$ cat config.mk
export PLATFORM = sky130hd
export DESIGN_NAME = pipelined_control_unit_flat
export DESIGN_NICKNAME = d
export VERILOG_FILES = /design/src/rtl/pipelined_control_unit_if.sv /design/src/rtl/pipelined_control_unit.sv /design/src/flat_wrapper.sv
export SDC_FILE = /design/constraint.sdc
export NUM_CORES = 1
export LEC_CHECK = 0
export CORE_ASPECT_RATIO = 2
export CORE_MARGIN = 1.5
export CORE_UTILIZATION = 38
export CTS_CLUSTER_SIZE = 25
export DETAILED_ROUTE_END_ITERATION = 8
export PLACE_DENSITY = 0.75
export SYNTH_ARGS = -nofsm -noshare
export SYNTH_HDL_FRONTEND = slang
export SYNTH_SLANG_ARGS = --single-unit
$ cat constraint.sdc
create_clock -name clk -period 1.6 [get_ports clk]
set_clock_uncertainty 0.15 [all_clocks]
set_input_delay 0.4 -clock clk [delete_from_list [all_inputs] [get_ports clk]]
set_output_delay 0.4 -clock clk [all_outputs]
set_load 0.1 [all_outputs]
$ cat src/rtl/pipelined_control_unit_if.sv
// Decode-to-writeback control bus of the pipelined control unit.
// The master side drives decode fields, hazard controls and E-stage flags.
interface pipelined_control_unit_if #(
    parameter int unsigned ALU_CTRL_W = 4,
    parameter int unsigned IMM_SRC_W  = 3
);
    logic [6:0]            Op;
    logic [2:0]            funct3;
    logic [6:0]            funct7;
    logic                  StallE;
    logic                  FlushE;
    logic                  ZeroE;
    logic                  LtE;
    logic                  LtuE;

    logic [IMM_SRC_W-1:0]  ImmSrcD;
    logic                  RegWriteE;
    logic                  MemWriteE;
    logic                  ALUSrcE;
    logic                  JumpE;
    logic                  BranchE;
    logic                  JalrE;
    logic [1:0]            ALUSrcAE;
    logic [ALU_CTRL_W-1:0] ALUControlE;
    logic [1:0]            ResultSrcE;
    logic [1:0]            ResultSrcM;
    logic [1:0]            ResultSrcW;
    logic                  PCSrcE;
    logic                  RegWriteM;
    logic                  MemWriteM;
    logic                  RegWriteW;
    logic                  IllegalE;

    modport master (
        output Op, funct3, funct7, StallE, FlushE, ZeroE, LtE, LtuE,
        input  ImmSrcD, RegWriteE, MemWriteE, ALUSrcE, JumpE, BranchE, JalrE,
        input  ALUSrcAE, ALUControlE, ResultSrcE, ResultSrcM, ResultSrcW,
        input  PCSrcE, RegWriteM, MemWriteM, RegWriteW, IllegalE
    );

    modport slave (
        input  Op, funct3, funct7, StallE, FlushE, ZeroE, LtE, LtuE,
        output ImmSrcD, RegWriteE, MemWriteE, ALUSrcE, JumpE, BranchE, JalrE,
        output ALUSrcAE, ALUControlE, ResultSrcE, ResultSrcM, ResultSrcW,
        output PCSrcE, RegWriteM, MemWriteM, RegWriteW, IllegalE
    );
endinterface

$ cat src/rtl/pipelined_control_unit.sv
// RV32I pipelined control unit: combinational D decode, registered E/M/W controls.
// Optional macro PCU_ILLEGAL_DETECT_EN enables the registered IllegalE flag.
module pipelined_control_unit #(
    parameter int unsigned ALU_CTRL_W = 4,
    parameter int unsigned IMM_SRC_W  = 3
) (
    input logic                      clk,
    input logic                      rst,
    pipelined_control_unit_if.slave  bus
);

    localparam logic [6:0] OpR     = 7'b0110011;
    localparam logic [6:0] OpIAlu  = 7'b0010011;
    localparam logic [6:0] OpLoad  = 7'b0000011;
    localparam logic [6:0] OpStore = 7'b0100011;
    localparam logic [6:0] OpBr    = 7'b1100011;
    localparam logic [6:0] OpJal   = 7'b1101111;
    localparam logic [6:0] OpJalr  = 7'b1100111;
    localparam logic [6:0] OpLui   = 7'b0110111;
    localparam logic [6:0] OpAuipc = 7'b0010111;

    localparam logic [3:0] AluAdd  = 4'd0;
    localparam logic [3:0] AluSub  = 4'd1;
    localparam logic [3:0] AluAnd  = 4'd2;
    localparam logic [3:0] AluOr   = 4'd3;
    localparam logic [3:0] AluXor  = 4'd4;
    localparam logic [3:0] AluSlt  = 4'd5;
    localparam logic [3:0] AluSltu = 4'd6;
    localparam logic [3:0] AluSll  = 4'd7;
    localparam logic [3:0] AluSrl  = 4'd8;
    localparam logic [3:0] AluSra  = 4'd9;

    typedef struct packed {
        logic       regwrite;
        logic       memwrite;
        logic       alusrc;
        logic [1:0] alusrca;
        logic [3:0] alu;
        logic [1:0] resultsrc;
        logic       jump;
        logic       branch;
        logic       jalr;
        logic [2:0] funct3;
    } ctrl_t;

    ctrl_t      ctrl_d, ctrl_q;
    logic [2:0] imm_src_d;
    logic       regwrite_m_q, memwrite_m_q, regwrite_w_q;
    logic [1:0] resultsrc_m_q, resultsrc_w_q;
    logic       taken;

    // funct7[5] picks SUB only for R-type; SRA/SRL split applies to both R and I forms.
    function automatic logic [3:0] alu_dec(input logic [2:0] f3, input logic f7b5,
                                           input logic is_r);
        logic [3:0] code;
        unique case (f3)
            3'b000:  code = (is_r && f7b5) ? AluSub : AluAdd;
            3'b001:  code = AluSll;
            3'b010:  code = AluSlt;
            3'b011:  code = AluSltu;
            3'b100:  code = AluXor;
            3'b101:  code = f7b5 ? AluSra : AluSrl;
            3'b110:  code = AluOr;
            3'b111:  code = AluAnd;
            default: code = AluAdd;
        endcase
        return code;
    endfunction

`ifdef PCU_ILLEGAL_DETECT_EN
    logic illegal_d, illegal_q;
`endif

    always_comb begin
        ctrl_d        = '0;
        ctrl_d.funct3 = bus.funct3;
        imm_src_d     = 3'd0;
`ifdef PCU_ILLEGAL_DETECT_EN
        illegal_d     = 1'b0;
`endif
        unique case (bus.Op)
            OpR: begin
                ctrl_d.regwrite = 1'b1;
                ctrl_d.alu      = alu_dec(bus.funct3, bus.funct7[5], 1'b1);
`ifdef PCU_ILLEGAL_DETECT_EN
                illegal_d = (bus.funct7 != 7'b0000000) && (bus.funct7 != 7'b0100000);
`endif
            end
            OpIAlu: begin
                ctrl_d.regwrite = 1'b1;
                ctrl_d.alusrc   = 1'b1;
                ctrl_d.alu      = alu_dec(bus.funct3, bus.funct7[5], 1'b0);
            end
            OpLoad: begin
                ctrl_d.regwrite  = 1'b1;
                ctrl_d.alusrc    = 1'b1;
                ctrl_d.resultsrc = 2'd1;
            end
            OpStore: begin
                ctrl_d.memwrite = 1'b1;
                ctrl_d.alusrc   = 1'b1;
                imm_src_d       = 3'd1;
            end
            OpBr: begin
                ctrl_d.branch = 1'b1;
                ctrl_d.alu    = AluSub;
                imm_src_d     = 3'd2;
`ifdef PCU_ILLEGAL_DETECT_EN
                illegal_d = (bus.funct3[2:1] == 2'b01);
`endif
            end
            OpJal: begin
                ctrl_d.regwrite  = 1'b1;
                ctrl_d.jump      = 1'b1;
                ctrl_d.resultsrc = 2'd2;
                imm_src_d        = 3'd3;
            end
            OpJalr: begin
                ctrl_d.regwrite  = 1'b1;
                ctrl_d.jump      = 1'b1;
                ctrl_d.jalr      = 1'b1;
                ctrl_d.alusrc    = 1'b1;
                ctrl_d.resultsrc = 2'd2;
            end
            OpLui: begin
                ctrl_d.regwrite = 1'b1;
                ctrl_d.alusrc   = 1'b1;
                ctrl_d.alusrca  = 2'd2;
                imm_src_d       = 3'd4;
            end
            OpAuipc: begin
                ctrl_d.regwrite = 1'b1;
                ctrl_d.alusrc   = 1'b1;
                ctrl_d.alusrca  = 2'd1;
                imm_src_d       = 3'd4;
            end
            default: begin
                ctrl_d.funct3 = 3'd0;
`ifdef PCU_ILLEGAL_DETECT_EN
                illegal_d = 1'b1;
`endif
            end
        endcase
    end

    // Flush beats stall; a held E stage sends a bubble into M.
    always_ff @(posedge clk) begin
        if (!rst || bus.FlushE) begin
            ctrl_q <= '0;
        end else if (!bus.StallE) begin
            ctrl_q <= ctrl_d;
        end
    end

    always_ff @(posedge clk) begin
        if (!rst || (bus.StallE && !bus.FlushE)) begin
            regwrite_m_q  <= 1'b0;
            memwrite_m_q  <= 1'b0;
            resultsrc_m_q <= 2'd0;
        end else begin
            regwrite_m_q  <= ctrl_q.regwrite;
            memwrite_m_q  <= ctrl_q.memwrite;
            resultsrc_m_q <= ctrl_q.resultsrc;
        end
    end

    always_ff @(posedge clk) begin
        if (!rst) begin
            regwrite_w_q  <= 1'b0;
            resultsrc_w_q <= 2'd0;
        end else begin
            regwrite_w_q  <= regwrite_m_q;
            resultsrc_w_q <= resultsrc_m_q;
        end
    end

`ifdef PCU_ILLEGAL_DETECT_EN
    always_ff @(posedge clk) begin
        if (!rst || bus.FlushE) begin
            illegal_q <= 1'b0;
        end else if (!bus.StallE) begin
            illegal_q <= illegal_d;
        end
    end
    assign bus.IllegalE = illegal_q;
`else
    logic unused_funct7;
    assign unused_funct7 = ^{bus.funct7[6], bus.funct7[4:0]};
    assign bus.IllegalE  = 1'b0;
`endif

    always_comb begin
        unique case (ctrl_q.funct3)
            3'b000:  taken = bus.ZeroE;
            3'b001:  taken = !bus.ZeroE;
            3'b100:  taken = bus.LtE;
            3'b101:  taken = !bus.LtE;
            3'b110:  taken = bus.LtuE;
            3'b111:  taken = !bus.LtuE;
            default: taken = 1'b0;
        endcase
    end

    assign bus.PCSrcE      = ctrl_q.jump | (ctrl_q.branch & taken);
    assign bus.ImmSrcD     = IMM_SRC_W'(imm_src_d);
    assign bus.RegWriteE   = ctrl_q.regwrite;
    assign bus.MemWriteE   = ctrl_q.memwrite;
    assign bus.ALUSrcE     = ctrl_q.alusrc;
    assign bus.ALUSrcAE    = ctrl_q.alusrca;
    assign bus.ALUControlE = ALU_CTRL_W'(ctrl_q.alu);
    assign bus.ResultSrcE  = ctrl_q.resultsrc;
    assign bus.JumpE       = ctrl_q.jump;
    assign bus.BranchE     = ctrl_q.branch;
    assign bus.JalrE       = ctrl_q.jalr;
    assign bus.RegWriteM   = regwrite_m_q;
    assign bus.MemWriteM   = memwrite_m_q;
    assign bus.ResultSrcM  = resultsrc_m_q;
    assign bus.RegWriteW   = regwrite_w_q;
    assign bus.ResultSrcW  = resultsrc_w_q;

endmodule

$ cat src/flat_wrapper.sv
// flat-port wrapper written by rule: the top's interface ports become plain ports
module pipelined_control_unit_flat 
#(
    parameter int unsigned ALU_CTRL_W = 4,
    parameter int unsigned IMM_SRC_W  = 3
)
  (clk, rst, bus_Op, bus_funct3, bus_funct7, bus_StallE, bus_FlushE, bus_ZeroE, bus_LtE, bus_LtuE, bus_ImmSrcD, bus_RegWriteE, bus_MemWriteE, bus_ALUSrcE, bus_JumpE, bus_BranchE, bus_JalrE, bus_ALUSrcAE, bus_ALUControlE, bus_ResultSrcE, bus_ResultSrcM, bus_ResultSrcW, bus_PCSrcE, bus_RegWriteM, bus_MemWriteM, bus_RegWriteW, bus_IllegalE);
  pipelined_control_unit_if #(.ALU_CTRL_W(ALU_CTRL_W), .IMM_SRC_W(IMM_SRC_W)) bus_i ();
  input logic clk;
  input logic rst;
  input wire logic [$bits(bus_i.Op)-1:0] bus_Op;
  input wire logic [$bits(bus_i.funct3)-1:0] bus_funct3;
  input wire logic [$bits(bus_i.funct7)-1:0] bus_funct7;
  input wire logic [$bits(bus_i.StallE)-1:0] bus_StallE;
  input wire logic [$bits(bus_i.FlushE)-1:0] bus_FlushE;
  input wire logic [$bits(bus_i.ZeroE)-1:0] bus_ZeroE;
  input wire logic [$bits(bus_i.LtE)-1:0] bus_LtE;
  input wire logic [$bits(bus_i.LtuE)-1:0] bus_LtuE;
  output wire logic [$bits(bus_i.ImmSrcD)-1:0] bus_ImmSrcD;
  output wire logic [$bits(bus_i.RegWriteE)-1:0] bus_RegWriteE;
  output wire logic [$bits(bus_i.MemWriteE)-1:0] bus_MemWriteE;
  output wire logic [$bits(bus_i.ALUSrcE)-1:0] bus_ALUSrcE;
  output wire logic [$bits(bus_i.JumpE)-1:0] bus_JumpE;
  output wire logic [$bits(bus_i.BranchE)-1:0] bus_BranchE;
  output wire logic [$bits(bus_i.JalrE)-1:0] bus_JalrE;
  output wire logic [$bits(bus_i.ALUSrcAE)-1:0] bus_ALUSrcAE;
  output wire logic [$bits(bus_i.ALUControlE)-1:0] bus_ALUControlE;
  output wire logic [$bits(bus_i.ResultSrcE)-1:0] bus_ResultSrcE;
  output wire logic [$bits(bus_i.ResultSrcM)-1:0] bus_ResultSrcM;
  output wire logic [$bits(bus_i.ResultSrcW)-1:0] bus_ResultSrcW;
  output wire logic [$bits(bus_i.PCSrcE)-1:0] bus_PCSrcE;
  output wire logic [$bits(bus_i.RegWriteM)-1:0] bus_RegWriteM;
  output wire logic [$bits(bus_i.MemWriteM)-1:0] bus_MemWriteM;
  output wire logic [$bits(bus_i.RegWriteW)-1:0] bus_RegWriteW;
  output wire logic [$bits(bus_i.IllegalE)-1:0] bus_IllegalE;
  assign bus_i.Op = bus_Op;
  assign bus_i.funct3 = bus_funct3;
  assign bus_i.funct7 = bus_funct7;
  assign bus_i.StallE = bus_StallE;
  assign bus_i.FlushE = bus_FlushE;
  assign bus_i.ZeroE = bus_ZeroE;
  assign bus_i.LtE = bus_LtE;
  assign bus_i.LtuE = bus_LtuE;
  assign bus_ImmSrcD = bus_i.ImmSrcD;
  assign bus_RegWriteE = bus_i.RegWriteE;
  assign bus_MemWriteE = bus_i.MemWriteE;
  assign bus_ALUSrcE = bus_i.ALUSrcE;
  assign bus_JumpE = bus_i.JumpE;
  assign bus_BranchE = bus_i.BranchE;
  assign bus_JalrE = bus_i.JalrE;
  assign bus_ALUSrcAE = bus_i.ALUSrcAE;
  assign bus_ALUControlE = bus_i.ALUControlE;
  assign bus_ResultSrcE = bus_i.ResultSrcE;
  assign bus_ResultSrcM = bus_i.ResultSrcM;
  assign bus_ResultSrcW = bus_i.ResultSrcW;
  assign bus_PCSrcE = bus_i.PCSrcE;
  assign bus_RegWriteM = bus_i.RegWriteM;
  assign bus_MemWriteM = bus_i.MemWriteM;
  assign bus_RegWriteW = bus_i.RegWriteW;
  assign bus_IllegalE = bus_i.IllegalE;
  pipelined_control_unit #(.ALU_CTRL_W(ALU_CTRL_W), .IMM_SRC_W(IMM_SRC_W)) u_core (.clk(clk), .rst(rst), .bus(bus_i));
endmodule
==> results of run 1 <==
sequential cells by signal (all words and copies together) (netlist names), 2 cells and up:
name / cells
u_core.bus.ResultSrcW: 2
u_core.bus.ResultSrcM: 2
u_core.bus.ALUControlE: 4
u_core.ctrl_q: 3
u_core.bus.ALUSrcAE: 2
u_core.bus.ResultSrcE: 2
worst reg2reg max path, cell delays in order (launching register included):
cell and delay (ps):
dfxtp_1 420, inv_1 60, a221oi_1 290, o31ai_1 120, o22ai_1 130
power groups by stage:
stage | Sequential (W) | Combinational, W | Clock (W)
after floorplan | 0.000616 | 0.000105 | 0
after global placement | 0.000612 | 0.000209 | 0
after detailed placement | 0.000612 | 0.000216 | 0
after CTS | 0.000598 | 0.000238 | 0.000352
after global routing | 0.000598 | 0.000279 | 0.000381
final | 0.000598 | 0.000263 | 0.000351
metrics by stage:
step                      worst slack (ps)  instance area (um2)  total power (W)  utilization, %  TNS, ps
after floorplan                       -190                 1290         0.000722               -    -1030
after global placement                -581                 2040         0.000821            67.9    -9980
after detailed placement              -612                 2040         0.000828            67.9   -10670
after CTS                             -384                 2190          0.00119            72.7     -722
after global routing                  -451                 2280          0.00126            75.7    -1030
final                                 -375                 2280          0.00121            75.7     -778
kinds of logic (layout without fill, tap and decap cells):
| logic type | after synthesis | after routing | synth area share, % |
|---|---|---|---|
| DFF | 24 | 24 | 39.4 |
| xor gates and xnor gates | 4 | 4 | 2.88 |
| and+or+nand+nor | 53 | 53 | 25.2 |
| buffers and inverters | 20 | 92 | 12.2 |
| muxes | 2 | 2 | 1.75 |
| AOI/OAI and AO/OA | 32 | 32 | 18.3 |
| other | 1 | 1 | 0.308 |
area by class of cell:
class	count	area [um2]	share of cell area, %
Timing Repair Buffer	85	1020	44.8
Multi-Input combinational cell	92	678	29.7
Sequential cell	24	487	21.4
Clock buffer	4	45.0	1.98
Tap cell	30	37.5	1.65
Inverter	3	11.3	0.494
worst paths after layout:
check | start | to | slack (ps) | depth (start not counted)
setup reg to reg | u_core.bus.ALUControlE[0]$_SDFFE_PP0N_ | u_core.bus.ALUControlE[0]$_SDFFE_PP0N_ | 370 | 4
hold reg to reg | u_core.bus.JalrE$_SDFFE_PP0N_ | u_core.bus.JalrE$_SDFFE_PP0N_ | 360 | 2
setup / recovery | u_core.ctrl_q[1]$_SDFFE_PP0N_ | bus_PCSrcE | -370 | 4
hold / removal | u_core.bus.JalrE$_SDFFE_PP0N_ | u_core.bus.JalrE$_SDFFE_PP0N_ | 360 | 2
synthesized netlist by cell type, types with 3 or more instances:
master / number / area, um2
nor2b_1: 4 / 25.0
a22oi_1: 3 / 22.5
buf_4: 10 / 75.1
a32o_1: 3 / 30.0
and2_1: 7 / 43.8
inv_1: 3 / 11.3
nand2_1: 14 / 52.6
nand3_1: 4 / 20.0
nor2_1: 6 / 22.5
a21oi_1: 11 / 55.1
dfxtp_1: 24 / 480
xnor2_1: 3 / 26.3
or3_1: 3 / 18.8
metal layers:
metal,routed length (um),part of all wire (%),up-vias
met2,2220,58,48
met3,122,3.2,17
li1,-,-,620
met5,0,0,-
met1,1290,34,633
met4,201,5.2,0
repair_timing:
item	4_1_cts	5_1_grt
pin swaps	12	9
hold endpoints to repair	0	0
resized for setup	53	12
setup endpoints to repair	20	13
setup buffers	9	7
==> reports/results.tsv, run 1 <==
stage	metric	value	unit
outcome	status	finished, violations left	
outcome	failed_checks	setup timing	
pwr	p_switching	0.000305	W
clock_tree	clk_pin_slew	80	ps
timing	layout_setup_ws	-375	ps
floorplanning	fp.dieArea	0.00358	mm2
synthesis	ys_warn_count	0	
clock_tree	cts-root-buf	clkbuf_8	
finish	final_common_cell	buf_4	
place	place_congestion	0.850	
floorplanning	die_w	43.0	um
place	post-place-cells	218	
detailed_routing	drt_first_pass_iters	4	
detailed_routing	via_per_inst	5.54	
synthesis	async_flop_share	0	%
detailed_routing	drt-initial-drc-count	39	
synthesis	ys.flop_type	dfxtp_1	
clock_tree	ctsHoldBuffers	0	
synthesis	ys_seq_area_share	39.4	%
detailed_routing	vias	1318	
synthesis	synth.avg_cell_area	8.96	um2
grt	top_usage_layer	met2	
finish	n_fill_cell	186	
pwr	p_seq_share	49.3	%
critical_path	crit_arrival	1420	ps
timing	final.min_clock_period	1970	ps
detailed_routing	routed_wl	3840	um
finish	n_antenna_cell	0	
clock_tree	clock_latency	260	ps
pwr	power_density	532	mW/mm2
min_path	hold_path_class	register to register	
timing	fmax	506	MHz
timing	min_period_over_period	123	%
pwr	p_sw_share	25.1	%
grt	use_met3	2.17	%
detailed_routing	final_antenna_net_count	0	
job	max-cap-violations	0	
place	portBuffers	42	
clock_tree	cts_tree	yes	
grt	globalRouteTotalUtil	20.7	%
synthesis	syn-num-nets	160	
synthesis	synthCells	136	
critical_path	start_kind	register	
pwr	combPwrFrac	21.7	%
finish	drive_gt1_share	50.0	%
finish	final_cell_mix	buf_4 (36), buf_12 (25), dfxtp_1 (21)	
synthesis	synth_area	0.00122	mm2
timing	slew_viol_final	0	
synthesis	synth_edf_count	0	
grt	grt_pass1_vias	1396	
pwr	vdd_drop_max	499	uV
timing	setup_viol	6	
clock_tree	clockBufferDepth	2	
clock_tree	cts.sinks	24	
critical_path	critPathBufInv	1	
pwr	p_leak	0.913	nW
grt	antenna_found_initial	0	
critical_path	crit_fanout	2	
timing	finalHoldViolations	0	
clock_tree	cts_made_buffers	3	
timing	grt_setup_unrepaired	yes	
grt	grt_overflow	0	
synthesis	ys_ff_latch	24	
critical_path	end_kind	output pin	
pwr	p_clk_share	29.0	%
critical_path	cpMaxStageDelayCell	dfxtp_2	
critical_path	crit_family	flip-flops	
place	dp.final_hpwl	2580	um
critical_path	crit_type	register to output pin	
detailed_routing	post_drt_wl_per_cell	16.1	um
floorplanning	chipHeight	83.1	um
finish	fin_cells	238	
critical_path	required	1050	ps
synthesis	ys_types	47	
floorplanning	boundaryPins	50	
finish	area_growth	87.1	%
finish	nNetsFinal	233	
floorplanning	coreArea	0.00301	mm2
detailed_routing	drc	0	
floorplanning	num_rows	28	
grt	grt_start_max_net_pins	14	
timing	holdWs	359	ps
grt	grt_pass1_wl	5880	um
critical_path	critical_path.max_stage_delay	340	ps
floorplanning	start_util	40.4	%
critical_path	path_cells	mux2i_1 -> xnor2_1 -> a311o_2 -> buf_12	
grt	grt_util_met2	38.8	%
pwr	intPower	0.000908	W
clock_tree	htreeDepth	1	
grt	use_met1	19.8	%
(Power assumes the default switching activity.)
==> run 2: changes to the inputs <==
==> constraint.sdc (replaced) <==
create_clock -name clk -period 1.7 [get_ports clk]
set_clock_uncertainty 0.15 [all_clocks]
set_input_delay 0.425 -clock clk [delete_from_list [all_inputs] [get_ports clk]]
set_output_delay 0.425 -clock clk [all_outputs]
set_load 0.1 [all_outputs]
==> run 2 against run 1 <==
Compared with the run above: power rose by 2.3%; cell count is 2.5% lower; utilization down 1.6 points; clock power rose by 26%; routed wire length grew 0.21%; the run still ends with setup timing left; largest power group unchanged; global-route usage grew 2.2 points; critical endpoint unchanged.
==> reports/results.tsv, run 2 (synthesized netlist as in run 1, its figures left out) <==
stage	metric	value	unit
clock_tree	clock_latency	270	ps
clock_tree	cts_made_buffers	3	
critical_path	end_kind	output pin	
critical_path	cpMaxStageDelayCell	dfxtp_2	
clock_tree	clk_pin_slew	80	ps
critical_path	critical_path.max_stage_delay	340	ps
timing	finalHoldViolations	0	
floorplanning	chipHeight	83.1	um
finish	largest_register_ffs	4	
place	dp.final_hpwl	2790	um
min_path	hold_depth	2	
min_path	whs_endpoint	u_core.bus.ALUSrcAE[1]$_SDFFE_PP0N_	
clock_tree	htreeDepth	1	
timing	setup_viol	4	
critical_path	reg2regPathDepth	4	
critical_path	reg2reg_from	u_core.bus.ALUControlE[0]$_SDFFE_PP0N_	
outcome	status	finished, violations left	
min_path	min_from	u_core.bus.ALUSrcAE[1]$_SDFFE_PP0N_	
critical_path	crit_family	flip-flops	
place	placed_area	0.00204	mm2
critical_path	required	1120	ps
place	place_congestion	0.891	
detailed_routing	vias	1298	
finish	nNetsFinal	227	
timing	grt_setup_unrepaired	yes	
timing	slew_viol_final	0	
critical_path	r2r-end	u_core.bus.ALUControlE[0]$_SDFFE_PP0N_	
critical_path	crit_arrival	1440	ps
critical_path	worst-path-stages	4	
floorplanning	num_rows	28	
timing	min_period_over_period	118	%
grt	grt_overflow	0	
detailed_routing	final_antenna_net_count	0	
outcome	failed_checks	setup timing	
grt	grt_pass1_vias	1379	
critical_path	path_cells	mux2i_1 -> xnor2_1 -> a311o_2 -> buf_12	
finish	drive_gt1_share	47.0	%
clock_tree	cts-root-buf	clkbuf_8	
pwr	total_power	0.00124	W
timing	holdWs	360	ps
critical_path	crit_fanout	2	
grt	antenna_found_initial	0	
job	max-cap-violations	0	
detailed_routing	via_per_inst	5.59	
floorplanning	die_w	43.0	um
grt	globalRouteTotalUtil	22.9	%
pwr	power_density	556	mW/mm2
timing	setup-tns-final	-434	ps
critical_path	reg2reg_setup_slack	480	ps
timing	fmax	497	MHz
grt	grt_start_max_net_pins	15	
finish	final_cell_mix	buf_4 (34), buf_12 (25), dfxtp_1 (21)	
detailed_routing	post_drt_wl_per_cell	16.6	um
min_path	hold_path_class	register to register	
finish	n_antenna_cell	0	
pwr	vdd_drop_max	400	uV
critical_path	critPathBufInv	1	
clock_tree	cts.sinks	24	
finish	n_fill_cell	198	
timing	layout_setup_ws	-314	ps
timing	final.min_clock_period	2010	ps
critical_path	start_kind	register	
grt	grt_pass1_wl	6180	um
detailed_routing	drt_first_pass_iters	4	
clock_tree	clockBufferDepth	2	
floorplanning	coreArea	0.00301	mm2
critical_path	crit_type	register to output pin	
clock_tree	ctsHoldBuffers	0	
pwr	p_leak	0.885	nW
detailed_routing	drc	0	
floorplanning	boundaryPins	50	
place	portBuffers	42	
detailed_routing	routed_wl	3840	um
detailed_routing	drt-initial-drc-count	50	
floorplanning	fp.dieArea	0.00358	mm2
floorplanning	start_util	40.4	%
clock_tree	cts_tree	yes	
finish	final_common_cell	buf_4	
finish	area_growth	83.2	%
finish	design_area	0.00223	mm2
[run 2: cell types whose count changed in the layout (fill, tap and decap cells not counted), sizes merged]
cell           delta
buf               -6
dlygate4sd2       -2
clkdlybuf4s50     +2
[run 2: how the worst max path moves through the flow]
stage | start | end
after floorplan | bus_Op[6] | bus_ImmSrcD[0]
after global placement | bus_LtuE | bus_PCSrcE
after detailed placement | bus_Op[3] | u_core.bus.ALUControlE[3]$_SDFFE_PP0N_
after CTS | u_core.ctrl_q[1]$_SDFFE_PP0N_ | bus_PCSrcE
after global routing | u_core.ctrl_q[1]$_SDFFE_PP0N_ | bus_PCSrcE
final | u_core.ctrl_q[1]$_SDFFE_PP0N_ | bus_PCSrcE
[run 2: stage by stage]
| step | util, % | cells | setup slack, ps |
|---|---|---|---|
| after floorplan | - | 136 | -140 |
| after global placement | 67.8 | 218 | -532 |
| after global routing | 74.1 | 232 | -383 |
| after detailed placement | 67.8 | 218 | -560 |
| after CTS | 72.8 | 230 | -321 |
| final | 74.1 | 232 | -314 |
[run 2: tightest hold or removal path, cell delays in order, from the launching register on]
cell and delay (ps):
dfxtp_1 340, nand2_1 80, a21oi_1 50
[run 2: final cells by class]
type                            count  area, um2  share of cell area (%)
Timing Repair Buffer               79        960                    43.0
Sequential cell                    24        487                    21.8
Multi-Input combinational cell     92        668                    29.9
Clock buffer                        4       66.3                    2.97
Tap cell                           30       37.5                    1.68
Inverter                            3       13.8                   0.617
[run 2: report_power, final]
group          internal [W]  switching [W]
clock              0.000256       0.000185
combinational      0.000118       0.000120
sequential         0.000561     0.00000145
[run 2: layer usage]
metal / global-route usage [%] / vias to the layer above / routed length, um
met2: 44.6 / 55 / 2270
met4: 15.7 / 0 / 231
met5: 0 / - / 0
met1: 19.5 / 617 / 1210
met3: 2.61 / 17 / 133
li1: - / 609 / -
[run 2: what timing repair did]
item                       4_1_cts  5_1_grt
setup endpoints to repair       18       10
setup buffers                    8        2
hold endpoints to repair         0        0
gates resized for setup         49        6
pin swaps                       11        5
==> run 3: changes to the inputs <==
--- a/config.mk
+++ b/config.mk
@@ -5,12 +5,12 @@
 export SDC_FILE = /design/constraint.sdc
 export NUM_CORES = 1
 export LEC_CHECK = 0
-export CORE_ASPECT_RATIO = 2
+export CORE_ASPECT_RATIO = 0.5
 export CORE_MARGIN = 1.5
 export CORE_UTILIZATION = 38
 export CTS_CLUSTER_SIZE = 25
 export DETAILED_ROUTE_END_ITERATION = 8
-export PLACE_DENSITY = 0.75
+export PLACE_DENSITY_LB_ADDON = 0.08
 export SYNTH_ARGS = -nofsm -noshare
 export SYNTH_HDL_FRONTEND = slang
 export SYNTH_SLANG_ARGS = --single-unit
==> run 3 against run 2 <==
Compared with the run above: the run still ends with setup timing left; register-to-register slack worse by 40 ps; global-route usage decreased by 3.7 points; power is 0.94% higher; die area stayed put; design area up 2.9%; cell count rose by 7.3%; routed wire length fell by 11%; critical path depth unchanged; critical endpoint unchanged; highest routed layer unchanged.
==> reports/results.tsv, run 3 (synthesized netlist as in run 1, its figures left out) <==
stage	metric	value	unit
outcome	status	finished, violations left	
outcome	failed_checks	setup timing	
floorplanning	num_rows	14	
critical_path	crit_arrival	1460	ps
grt	grt_pass1_wl	5250	um
place	placed_area	0.00209	mm2
min_path	min_from	u_core.bus.ALUSrcAE[1]$_SDFFE_PP0N_	
timing	setup_viol	4	
clock_tree	clock_latency	270	ps
grt	grt_pass1_vias	1109	
timing	grt_setup_unrepaired	yes	
pwr	power_density	545	mW/mm2
place	dp.final_hpwl	2390	um
critical_path	crit_fanout	2	
critical_path	reg2reg_from	u_core.bus.ALUControlE[0]$_SDFFE_PP0N_	
detailed_routing	drc	0	
detailed_routing	via_per_inst	5.05	
finish	design_area	0.00230	mm2
clock_tree	ctsHoldBuffers	0	
place	post-place-cells	232	
critical_path	start_kind	register	
critical_path	crit_type	register to output pin	
timing	fmax	491	MHz
critical_path	reg2regPathDepth	4	
floorplanning	boundaryPins	50	
critical_path	path_cells	mux2i_2 -> xnor2_1 -> a311o_2 -> buf_12	
floorplanning	start_util	40.2	%
timing	layout_setup_ws	-335	ps
floorplanning	coreArea	0.00303	mm2
timing	min_period_over_period	120	%
clock_tree	clk_pin_slew	90	ps
detailed_routing	drt-initial-drc-count	58	
timing	slew_viol_final	0	
critical_path	end_kind	output pin	
grt	grt_overflow	0	
min_path	whs_endpoint	u_core.bus.ALUSrcAE[1]$_SDFFE_PP0N_	
detailed_routing	final_antenna_net_count	0	
grt	grt_start_max_net_pins	15	
critical_path	reg2reg_setup_slack	440	ps
pwr	vdd_drop_max	318	uV
timing	final.min_clock_period	2030	ps
detailed_routing	post_drt_wl_per_cell	13.7	um
detailed_routing	vias	1258	
detailed_routing	routed_wl	3400	um
finish	drive_gt1_share	48.8	%
clock_tree	clockBufferDepth	2	
detailed_routing	drt_first_pass_iters	4	
grt	globalRouteTotalUtil	19.2	%
clock_tree	cts.sinks	24	
critical_path	required	1120	ps
critical_path	r2r-end	u_core.bus.ALUControlE[0]$_SDFFE_PP0N_	
finish	area_growth	88.5	%
job	max-cap-violations	0	
finish	final_common_cell	buf_4	
finish	n_antenna_cell	0	
clock_tree	cts_made_buffers	3	
finish	nNetsFinal	234	
finish	fin_cells	249	
finish	largest_register_ffs	4	
place	portBuffers	42	
timing	finalHoldViolations	0	
critical_path	cpMaxStageDelayCell	dfxtp_2	
pwr	p_leak	0.921	nW
clock_tree	htreeDepth	1	
critical_path	critical_path.max_stage_delay	350	ps
min_path	hold_path_class	register to register	
floorplanning	chipHeight	43.0	um
clock_tree	cts_tree	yes	
clock_tree	cts-root-buf	clkbuf_8	
min_path	hold_depth	2	
floorplanning	die_w	83.1	um
finish	final_cell_mix	buf_4 (40), buf_12 (25), dfxtp_1 (21)	
place	place_ws	-585	ps
place	place_congestion	0.873	
floorplanning	fp.dieArea	0.00358	mm2
grt	antenna_found_initial	0	
timing	holdWs	350	ps
run 3: timing repair:
| item | CTS | global route |
|---|---|---|
| buffers inserted | 7 | 6 |
| gates resized for setup | 49 | 6 |
| setup endpoints to repair | 16 | 9 |
| pin swaps | 13 | 7 |
run 3: worst max-delay path by stage:
stage / to / from / slack [ps] / cells past startpoint
5_1_grt: bus_PCSrcE / u_core.ctrl_q[1]$_SDFFE_PP0N_ / -390 / 4
4_1_cts: bus_PCSrcE / u_core.ctrl_q[1]$_SDFFE_PP0N_ / -350 / 4
6_report: bus_PCSrcE / u_core.ctrl_q[1]$_SDFFE_PP0N_ / -330 / 4
2_1_floorplan: bus_ImmSrcD[0] / bus_Op[6] / -140 / 4
3_5_place_dp: bus_PCSrcE / bus_LtuE / -590 / 5
3_3_place_gp: bus_PCSrcE / bus_LtuE / -530 / 5
run 3: area by class of cell:
class	instances	area [um2]
clock buffer	4	66.3
fill	209	733
inverter	3	16.3
multi-input combinational	92	658
sequential	24	487
tap	40	50.0
timing repair buffer	86	1020
run 3: report_power, final:
part | internal (W) | leakage, nW | switching [W] | total [W]
logic | 0.000129 | 0.692 | 0.000116 | 0.000246
registers | 0.000561 | 0.195 | 0.00000155 | 0.000563
clock network | 0.000256 | 0.0339 | 0.000188 | 0.000444
total | 0.000946 | 0.921 | 0.000306 | 0.00125
run 3: stage by stage:
step                total power (W)  setup TNS (ps)  utilization (%)
finish                      0.00125            -457             75.8
floorplan                  0.000678            -574                -
detailed placement         0.000784           -8980             68.8
CTS                         0.00125            -501             73.7
global route                0.00131            -600             75.8
global placement           0.000781           -8150             68.8
run 3: critical path: cells and delay by family (launching register included):
kind | cells | cell delay, ps
flip-flops | 1 | 350
AO/OA/AOI/OAI | 1 | 340
multiplexers | 1 | 230
buffers and inverters | 1 | 170
XOR/XNOR | 1 | 90
run 3: routing by layer:
| layer | track usage [%] | part of all wire [%] | vias up |
|---|---|---|---|
| li1 | - | - | 626 |
| met1 | 26.9 | 48 | 568 |
| met2 | 28.1 | 44 | 58 |
| met3 | 6.03 | 7.2 | 6 |
| met4 | 5.67 | 1.0 | 0 |
| met5 | 0 | 0 | - |
